===== src/rtl/keycmd_pkg.sv =====
// Shared types and keycodes for keycode_cmd_decoder.
package keycmd_pkg;

  localparam int unsigned KEY_W = 8;
  localparam int unsigned CNT_W = 8;
  localparam int unsigned DIR_W = 2;

  typedef enum logic [DIR_W-1:0] {
    UP    = 2'd0,
    DOWN  = 2'd1,
    LEFT  = 2'd2,
    RIGHT = 2'd3
  } dir_t;

  typedef enum logic {
    READY    = 1'b0,
    COOLDOWN = 1'b1
  } fire_state_t;

  localparam logic [KEY_W-1:0] P1_KEY_UP    = 8'h1A;
  localparam logic [KEY_W-1:0] P1_KEY_DOWN  = 8'h16;
  localparam logic [KEY_W-1:0] P1_KEY_LEFT  = 8'h04;
  localparam logic [KEY_W-1:0] P1_KEY_RIGHT = 8'h07;
  localparam logic [KEY_W-1:0] P1_KEY_FIRE  = 8'h2C;
  localparam logic [KEY_W-1:0] P2_KEY_UP    = 8'h52;
  localparam logic [KEY_W-1:0] P2_KEY_DOWN  = 8'h51;
  localparam logic [KEY_W-1:0] P2_KEY_LEFT  = 8'h50;
  localparam logic [KEY_W-1:0] P2_KEY_RIGHT = 8'h4F;
  localparam logic [KEY_W-1:0] P2_KEY_FIRE  = 8'h28;

endpackage


===== src/rtl/keycmd_player.sv =====
// One player's key decode, facing register, move/fire pulses and fire cooldown FSM.
// KEYCMD_AUTOFIRE_EN: a held fire key re-fires each time the cooldown expires.
module keycmd_player
  import keycmd_pkg::*;
#(
  parameter int unsigned       FIRE_COOLDOWN = 30,
  parameter logic [DIR_W-1:0]  INIT_DIR      = 2'd0,
  parameter logic [KEY_W-1:0]  KEY_UP        = P1_KEY_UP,
  parameter logic [KEY_W-1:0]  KEY_DOWN      = P1_KEY_DOWN,
  parameter logic [KEY_W-1:0]  KEY_LEFT      = P1_KEY_LEFT,
  parameter logic [KEY_W-1:0]  KEY_RIGHT     = P1_KEY_RIGHT,
  parameter logic [KEY_W-1:0]  KEY_FIRE      = P1_KEY_FIRE
) (
  input  logic             clk,
  input  logic             rst_n,
  input  logic [KEY_W-1:0] key_q,
  input  logic [KEY_W-1:0] key_prev,
  input  logic             edge_en,
  input  logic             frame_tick,
  input  logic             freeze,
  output logic             move,
  output logic [DIR_W-1:0] dir,
  output logic             fire,
  output logic             ready
);

  localparam logic [CNT_W-1:0] COOL_LOAD = CNT_W'(FIRE_COOLDOWN);

  fire_state_t      state, state_d;
  logic [CNT_W-1:0] cnt, cnt_d;
  logic [DIR_W-1:0] dir_d;
  logic             move_d, fire_d;
  logic             dir_hit, fire_edge, fire_held;
  dir_t             dir_val;

  // Next-state, counter and command generation
  always_comb begin
    state_d = state;
    cnt_d   = cnt;
    dir_d   = dir;
    move_d  = 1'b0;
    fire_d  = 1'b0;
    dir_hit = 1'b1;
    dir_val = UP;

    case (key_q)
      KEY_UP:    dir_val = UP;
      KEY_DOWN:  dir_val = DOWN;
      KEY_LEFT:  dir_val = LEFT;
      KEY_RIGHT: dir_val = RIGHT;
      default:   dir_hit = 1'b0;
    endcase

    fire_held = (key_q == KEY_FIRE);
    fire_edge = edge_en && fire_held && (key_prev != KEY_FIRE);

    if (frame_tick && dir_hit && !freeze) begin
      dir_d  = dir_val;
      move_d = 1'b1;
    end

    case (state)
      READY: begin
        // Load wins over a coincident frame_tick
        if (fire_edge && !freeze) begin
          fire_d  = 1'b1;
          state_d = COOLDOWN;
          cnt_d   = COOL_LOAD;
        end
      end
      COOLDOWN: begin
        // Keeps counting under freeze; fire edges here are dropped
        if (frame_tick) begin
          if (cnt <= CNT_W'(1)) begin
`ifdef KEYCMD_AUTOFIRE_EN
            if (fire_held && !freeze) begin
              fire_d = 1'b1;
              cnt_d  = COOL_LOAD;
            end else begin
              state_d = READY;
              cnt_d   = '0;
            end
`else
            state_d = READY;
            cnt_d   = '0;
`endif
          end else begin
            cnt_d = cnt - CNT_W'(1);
          end
        end
      end
      default: begin
        state_d = READY;
        cnt_d   = '0;
      end
    endcase
  end

  always_ff @(posedge clk or negedge rst_n) begin
    if (!rst_n) begin
      state <= READY;
      cnt   <= '0;
      dir   <= INIT_DIR;
      move  <= 1'b0;
      fire  <= 1'b0;
      ready <= 1'b1;
    end else begin
      state <= state_d;
      cnt   <= cnt_d;
      dir   <= dir_d;
      move  <= move_d;
      fire  <= fire_d;
      ready <= (state_d == READY);
    end
  end

endmodule


===== src/rtl/keycode_cmd_decoder.sv =====
// Keycode to two-player move/fire command decoder; shared keycode pipeline only.
// KEYCMD_AUTOFIRE_EN (see keycmd_player) enables hold-to-autofire.
module keycode_cmd_decoder
  import keycmd_pkg::*;
#(
  parameter int unsigned      FIRE_COOLDOWN = 30,
  parameter logic [DIR_W-1:0] P1_INIT_DIR   = 2'd0,
  parameter logic [DIR_W-1:0] P2_INIT_DIR   = 2'd1
) (
  input  logic             Clk,
  input  logic             Reset_n,
  input  logic [KEY_W-1:0] keycode,
  input  logic             frame_tick,
  input  logic             freeze,
  output logic             p1_move,
  output logic             p2_move,
  output logic [DIR_W-1:0] p1_dir,
  output logic [DIR_W-1:0] p2_dir,
  output logic             p1_fire,
  output logic             p2_fire,
  output logic             p1_ready,
  output logic             p2_ready
);

  logic [KEY_W-1:0] key_q, key_prev;
  logic [1:0]       key_vld;

  // key_vld[1] marks key_prev as a real sample, so a key held through reset is no edge
  always_ff @(posedge Clk or negedge Reset_n) begin
    if (!Reset_n) begin
      key_q    <= '0;
      key_prev <= '0;
      key_vld  <= '0;
    end else begin
      key_q    <= keycode;
      key_prev <= key_q;
      key_vld  <= {key_vld[0], 1'b1};
    end
  end

  keycmd_player #(
    .FIRE_COOLDOWN(FIRE_COOLDOWN), .INIT_DIR(P1_INIT_DIR),
    .KEY_UP(P1_KEY_UP), .KEY_DOWN(P1_KEY_DOWN), .KEY_LEFT(P1_KEY_LEFT),
    .KEY_RIGHT(P1_KEY_RIGHT), .KEY_FIRE(P1_KEY_FIRE)
  ) u_p1 (
    .clk(Clk), .rst_n(Reset_n), .key_q(key_q), .key_prev(key_prev),
    .edge_en(key_vld[1]), .frame_tick(frame_tick), .freeze(freeze),
    .move(p1_move), .dir(p1_dir), .fire(p1_fire), .ready(p1_ready)
  );

  keycmd_player #(
    .FIRE_COOLDOWN(FIRE_COOLDOWN), .INIT_DIR(P2_INIT_DIR),
    .KEY_UP(P2_KEY_UP), .KEY_DOWN(P2_KEY_DOWN), .KEY_LEFT(P2_KEY_LEFT),
    .KEY_RIGHT(P2_KEY_RIGHT), .KEY_FIRE(P2_KEY_FIRE)
  ) u_p2 (
    .clk(Clk), .rst_n(Reset_n), .key_q(key_q), .key_prev(key_prev),
    .edge_en(key_vld[1]), .frame_tick(frame_tick), .freeze(freeze),
    .move(p2_move), .dir(p2_dir), .fire(p2_fire), .ready(p2_ready)
  );

endmodule


===== config.mk =====
export PLATFORM = sky130hd
export DESIGN_NAME = keycode_cmd_decoder
export DESIGN_NICKNAME = d
export VERILOG_FILES = /design/src/rtl/keycmd_pkg.sv /design/src/rtl/keycmd_player.sv /design/src/rtl/keycode_cmd_decoder.sv
export SDC_FILE = /design/constraint.sdc
export NUM_CORES = 1
export LEC_CHECK = 0
export ABC_CLOCK_PERIOD_IN_PS = 1930
export CAP_MARGIN = 10
export CORE_MARGIN = 5
export CORE_UTILIZATION = 50
export CTS_CLUSTER_DIAMETER = 120
export DETAILED_ROUTE_END_ITERATION = 16
export GPL_ROUTABILITY_DRIVEN = 0
export PLACE_DENSITY = 0.75
export SYNTH_ARGS = -nofsm -noshare
export SYNTH_HDL_FRONTEND = slang
export SYNTH_SLANG_ARGS = --single-unit

===== constraint.sdc =====
create_clock -name Clk -period 1.93 [get_ports Clk]
set_input_delay 0.2895 -clock Clk [delete_from_list [all_inputs] [get_ports Clk]]
set_output_delay 0.2895 -clock Clk [all_outputs]
set_load 0.01 [all_outputs]

# [Yosys cells after proc, flatten, opt, wreduce, memory -nomap -nowiden]
# Cells that the tools add are included.
[classes] n_addsub=2 order_cmp=2 n_eq_ne=16 mux=24 bitwise=4 reduce_logical=15
[op_table] op="two-way mux 8 bit" count=6
[op_table] op="equality test 8 x 7 -> 1 bit, second input constant" count=4
[op_table] op="one-hot mux 8 bit (2 select lines)" count=2
[op_table] op="equality test 8 x 3 -> 1 bit, second input constant" count=2
[op_table] op="equality test 8 x 5 -> 1 bit, second input constant" count=2
[op_table] op="equality test 8 x 6 -> 1 bit, second input constant" count=2
[op_table] op="<= comparator 8 x 1 -> 1 bit, second input constant" count=2
[op_table] op="inequality test 8 x 6 -> 1 bit, second input constant" count=2
[op_table] op="subtractor 8 x 1 -> 8 bit, second input constant" count=2
[op_table] op="two-way mux 1 bit" count=12
[op_table] op="one-hot mux 2 bit (3 select lines)" count=2
[op_table] op="logical AND 1 bit" count=10
[op_table] op="OR reduction 4 bit" count=2
[op_table] op="inequality test 2 x 1 -> 1 bit, second input constant" count=2
[op_table] op="inequality test 2 bit, second input constant" count=2
[op_table] op="NOT 1 bit" count=4
[op_table] op="one-hot mux 1 bit (2 select lines)" count=2
[op_table] op="AND reduction 2 bit" count=2
[op_table] op="zero test 1 bit" count=1
[totals] register_bits=46 inputBits=12 output_inout_bits=10 wordCells=78

# [Logic depth before layout (Yosys ltp)]
# Gate-level depths: netlist (run 1).
[logic_depth] ltp_word=7 ltp_mapped=6 mapped_depth_nobuf=6

# [By module]
# Synthesis (run 1) repeated with hierarchy kept, for this count alone.
[unflattened] cells_unflattened=186 area_unflattened_um2=2143.3
[by_module_without_submodules] mod="keycmd_player at u_p2" instances=1 cells_per_inst=83 area_per_inst_um2=869.6 seq_area_each_um2=352.8
[by_module_without_submodules] mod="keycmd_player at u_p1" instances=1 cells_per_inst=84 area_per_inst_um2=819.5 seq_area_each_um2=351.6
[by_module_without_submodules] mod="keycode_cmd_decoder" instances=1 cells_per_inst=19 area_per_inst_um2=454.2 seq_area_each_um2=450.4

# [Worst setup path before layout (run 1)]
# OpenSTA, ideal clock, no wires.
[synth_timing] kind="reg-to-reg" start="reg key_q[1]" end="reg u_p2.cnt[0]" setup_ps=129 arrival_time_ps=1880 t_required_ps=1801 slack_ps=-79 stages_incl_launch_ff=5 path_buffers=0 period_less_slack_ps=2009 path_cell_list="dfrtp_1 or4_4 or4_4 a2111oi_4 o31ai_1"
[synth_between] elab_chain_len=6
[synth_lines] element="start, declared" line_no="keycode_cmd_decoder.sv:25" source="logic [KEY_W-1:0] key_q, key_prev;"
[synth_lines] element="start signal, assigned" line_no="keycode_cmd_decoder.sv:35" source="key_q <= keycode;"
[synth_lines] element="equality test 8 x 6 -> 1 bit" line_no="keycmd_player.sv:54" source="fire_held = (key_q == KEY_FIRE);"
[synth_lines] element="logical AND 1 bit (2 in series)" line_no="keycmd_player.sv:55" source="fire_edge = edge_en && fire_held && (key_prev != KEY_FIRE);"
[synth_lines] element="logical AND 1 bit" line_no="keycmd_player.sv:65" source="if (fire_edge && !freeze) begin"
[synth_lines] element="inequality test 2 x 1 -> 1 bit (no line)"
[synth_lines] element="AND reduction 2 bit (no line)"
[synth_lines] element="end signal, assigned" line_no="keycmd_player.sv:109" source="cnt <= cnt_d;"
[synth_lines] element="end, declared" line_no="keycmd_player.sv:30" source="logic [CNT_W-1:0] cnt, cnt_d;"
# No other way between the ends.
# A chain may end at the register's enable or synchronous reset.

# [Worst setup path after layout (run 1)]
[layout_timing] start="reg key_q[4]" end="reg u_p2.cnt[0]"
# The elaborated chain is that of the path after synthesis.

==> results of run 1 <==
## per-layer routing
layer / GRT usage / vias up / part of all wire
li1: - / 775 / -
met1: 0.211 / 793 / 0.42
met2: 0.305 / 47 / 0.51
met3: 0.0486 / 11 / 0.049
met4: 0.0632 / 0 / 0.017
met5: 0 / - / 0
## timing repair
| item | 4_1_cts | 5_1_grt |
|---|---|---|
| hold buffers | 0 | 0 |
| gates resized for setup | 0 | 2 |
| setup buffers | 0 | 1 |
| setup endpoints to repair | 0 | 5 |
## sequential cells by signal, summed over array words and instances, names as in the netlist
| name | flops |
|---|---|
| key_prev | 8 |
| key_q | 8 |
| u_p1.ready | 1 |
| u_p1.dir | 2 |
| u_p2.state | 1 |
| u_p2.cnt | 8 |
| key_vld | 2 |
| u_p1.fire | 1 |
| u_p2.dir | 2 |
| u_p2.fire | 1 |
| u_p1.state | 1 |
| u_p1.move | 1 |
| u_p2.move | 1 |
| u_p2.ready | 1 |
| u_p1.cnt | 8 |
## cell usage after synthesis, drive strengths merged (3+ instances only)
| cell | n |
|---|---|
| a21oi | 7 |
| and2 | 4 |
| and3 | 3 |
| clkbuf | 3 |
| dfrtp | 43 |
| dfstp | 3 |
| ha | 4 |
| inv | 8 |
| nand2 | 10 |
| nand3 | 9 |
| nand4 | 5 |
| nor2 | 6 |
| nor3 | 7 |
| nor3b | 6 |
| nor4 | 3 |
| o21ai | 11 |
| o31a | 4 |
| o31ai | 4 |
| or3b | 3 |
| or4 | 5 |
## metrics by stage
stage,cell area (sq um),TNS (ns),hold WS [ns],worst slack [ns],instances
floorplan,2080,0,-0.00609,0.0199,184
CTS,2550,0,0.0813,0.0115,276
finish,2570,0,0.0529,0.0335,277
detailed placement,2460,-1.35,0.350,-0.239,268
global placement,2460,-1.05,0.335,-0.196,268
global route,2570,-0.0433,0.110,-0.0204,277
## power by group through the flow
stage | Clock, mW | Combinational [mW] | Sequential (mW)
floorplan | 0 | 0.175 | 1.09
global placement | 0 | 0.305 | 1.09
detailed placement | 0 | 0.330 | 1.10
CTS | 0.613 | 0.331 | 1.08
global route | 0.660 | 0.373 | 1.08
finish | 0.598 | 0.335 | 1.08
## cells in the final DEF, fill, tap and decap left out, types with 2 or more instances in the layout
master,n
or4_1,3
nor2b_1,2
a21oi_1,7
ha_1,4
buf_4,18
a31o_2,2
o31a_1,4
inv_1,7
dfstp_2,3
nand2_1,10
nor3_1,7
or4_4,2
nand3b_1,2
nand3_1,9
nand2b_1,2
and3_1,3
o21ai_0,11
or3b_2,2
nor2_1,6
o31ai_1,3
dfrtp_1,43
and2_1,4
nor4_1,3
or3_1,2
clkbuf_8,5
a211o_1,2
a21o_1,2
nand4_1,5
clkdlybuf4s50_1,20
nor3b_1,6
## how the worst min path moves through the flow
stage                                         end            startpoint  slack, ns  cells past startpoint
final                     u_p2.cnt[5]$_DFFE_PN0P_               Reset_n       0.05                      2
after global routing      u_p2.cnt[5]$_DFFE_PN0P_               Reset_n       0.11                      2
after CTS                 u_p2.cnt[4]$_DFFE_PN0P_               Reset_n       0.08                      2
after detailed placement     key_vld[1]$_DFF_PN0_  key_vld[0]$_DFF_PN0_       0.35                      0
after global placement       key_vld[1]$_DFF_PN0_  key_vld[0]$_DFF_PN0_       0.33                      0
after floorplan             key_prev[0]$_DFF_PN0_               Reset_n     -0.006                      0
## logic make-up after synthesis
logic type	share of synthesized area
compound gates	0.158
xor+xnor	0.00422
fa+ha+maj	0.0241
buf+inv	0.0217
flops	0.556
mux	0.0102
other cells	0.00181
simple gates	0.224
## cell type report
type / instances / area (sq um) / share of cell area
Clock buffer: 5 / 68.8 / 0.0268
Clock inverter: 3 / 25.0 / 0.00975
Inverter: 8 / 30.0 / 0.0117
Multi-Input combinational cell: 126 / 886 / 0.345
Sequential cell: 46 / 1150 / 0.450
Tap cell: 50 / 62.6 / 0.0244
Timing Repair Buffer: 39 / 340 / 0.133
==> reports/qor.yml, run 1 <==
period_share: 0.983
cp-startpoint: "key_q[4]$_DFF_PN0_"
worstMarginPinSlew_ns: 0.566
rows: 23
p_switching_uw: 565
synth_edf_count: 0
via_per_inst: 5.87
switching_share: 0.281
grt-ovfl-total: 0
syn_inst: 184
reg2reg_to: "u_p2.cnt[0]$_DFFE_PN0P_"
p_int_mw: 1.44
path_delay_family: "simple AND/OR/NAND/NOR gates"
critPathCaptureType: "flip-flop"
ant_nets: 0
fmax_ghz: 0.527
worstRegToRegCells: 4
final_nets: 242
synthArstFlopShare: 1.00
status: "finished, final reports clean"
grt_pass1_wl_microns: 7640
portBuffers: 21
wirelength_microns: 4260
grt_use_total: 0.177
layout-drive-gt1-share: 0.189
avgSynthCellArea_sq_um: 11.3
power_frac_clock: 0.298
p_per_area_nw_per_um2: 782
dr_total_vias: 1626
worst_setup_path_start_kind: "flip-flop"
path_max_fanout: 3
clock_path_buffers: 2
insertedDiodeCount: 0
pin_count: 22
crit_chain: "or4_4 -> or4_4 -> a2111oi_4 -> o31ai_1"
synth_top_flop_cell: "dfrtp_1"
cts.clk_slew.worst_paths_ns: 0.09
syn-num-nets: 200
cts_tree: "yes"
fin_crit_ns: 1.90
critPathMostFrequentCell: "or4_4"
die-width_microns: 74.5
firstDrtPassIters: 4
drv_cap: 0
grt_pass1_vias: 1723
slowest_delay_ns: 0.56
fin_skew_ns: 0.00595
synthDistinctLibCells: 51
crit_slowest_cell: "or4_4"
synth_seq_cells: 46
timing.critical_path.buf_inv: 0
drc_errors: 0
antenna_found_initial: 0
rsz0062_at_grt: "true"
wl_per_cell_microns: 15.4
rrSetupSlack_ns: 0.03
rr_startpoint: "key_q[4]$_DFF_PN0_"
drv_slew: 0
htreeDepth: 2
synth_area_leaders: "dfrtp_1, dfstp_2, o21ai_0"
synth_top_cell_by_area: "dfrtp_1"
critPathKind: "reg -> reg"
p_seq_frac: 0.536
dpl.hpwl_microns: 3220
die_height_microns: 74.5
setup_viol: 0
timing.critical_path.depth: 4
ys_warn_count: 0
hold_path_class: "in -> async"
synth_top_area_frac: 0.518
slew_headroom: 0.623
start_util: 0.519
ir_drop_mv: 0.455
clock-sinks: 46
hold_viol_final: 0
worst_ep_arrival_time_ns: 2.08
numCtsBuffers: 5
syn_area_sq_um: 2080
p_leak_nw: 1.11
core_area_sq_um: 4000
critPathRequiredTime_ns: 2.11
drtIter0Drc: 121
area_growth_pct: 23.6
cp-endpoint: "u_p2.cnt[0]$_DFFE_PN0P_"
cts-root-buf: "clkbuf_8"
comb_power_share: 0.167
ys_seq_area_frac: 0.556
dieArea_sq_um: 5540
total_power_mw: 2.01
insertion_delay_ns: 0.30
fill_cells: 320
fin_util: 0.642
grt_max_degree: 47
(Power assumes the default switching activity.)
==> inputs of run 2 (changes only) <==
--- a/config.mk
+++ b/config.mk
@@ -12,6 +12,7 @@
 export CTS_CLUSTER_DIAMETER = 120
 export DETAILED_ROUTE_END_ITERATION = 16
 export GPL_ROUTABILITY_DRIVEN = 0
+export GPL_TIMING_DRIVEN = 1
 export PLACE_DENSITY = 0.75
 export SYNTH_ARGS = -nofsm -noshare
 export SYNTH_HDL_FRONTEND = slang
==> results of run 2 <==
No change in the layout: final DEF, timing and power equal those of run 1.
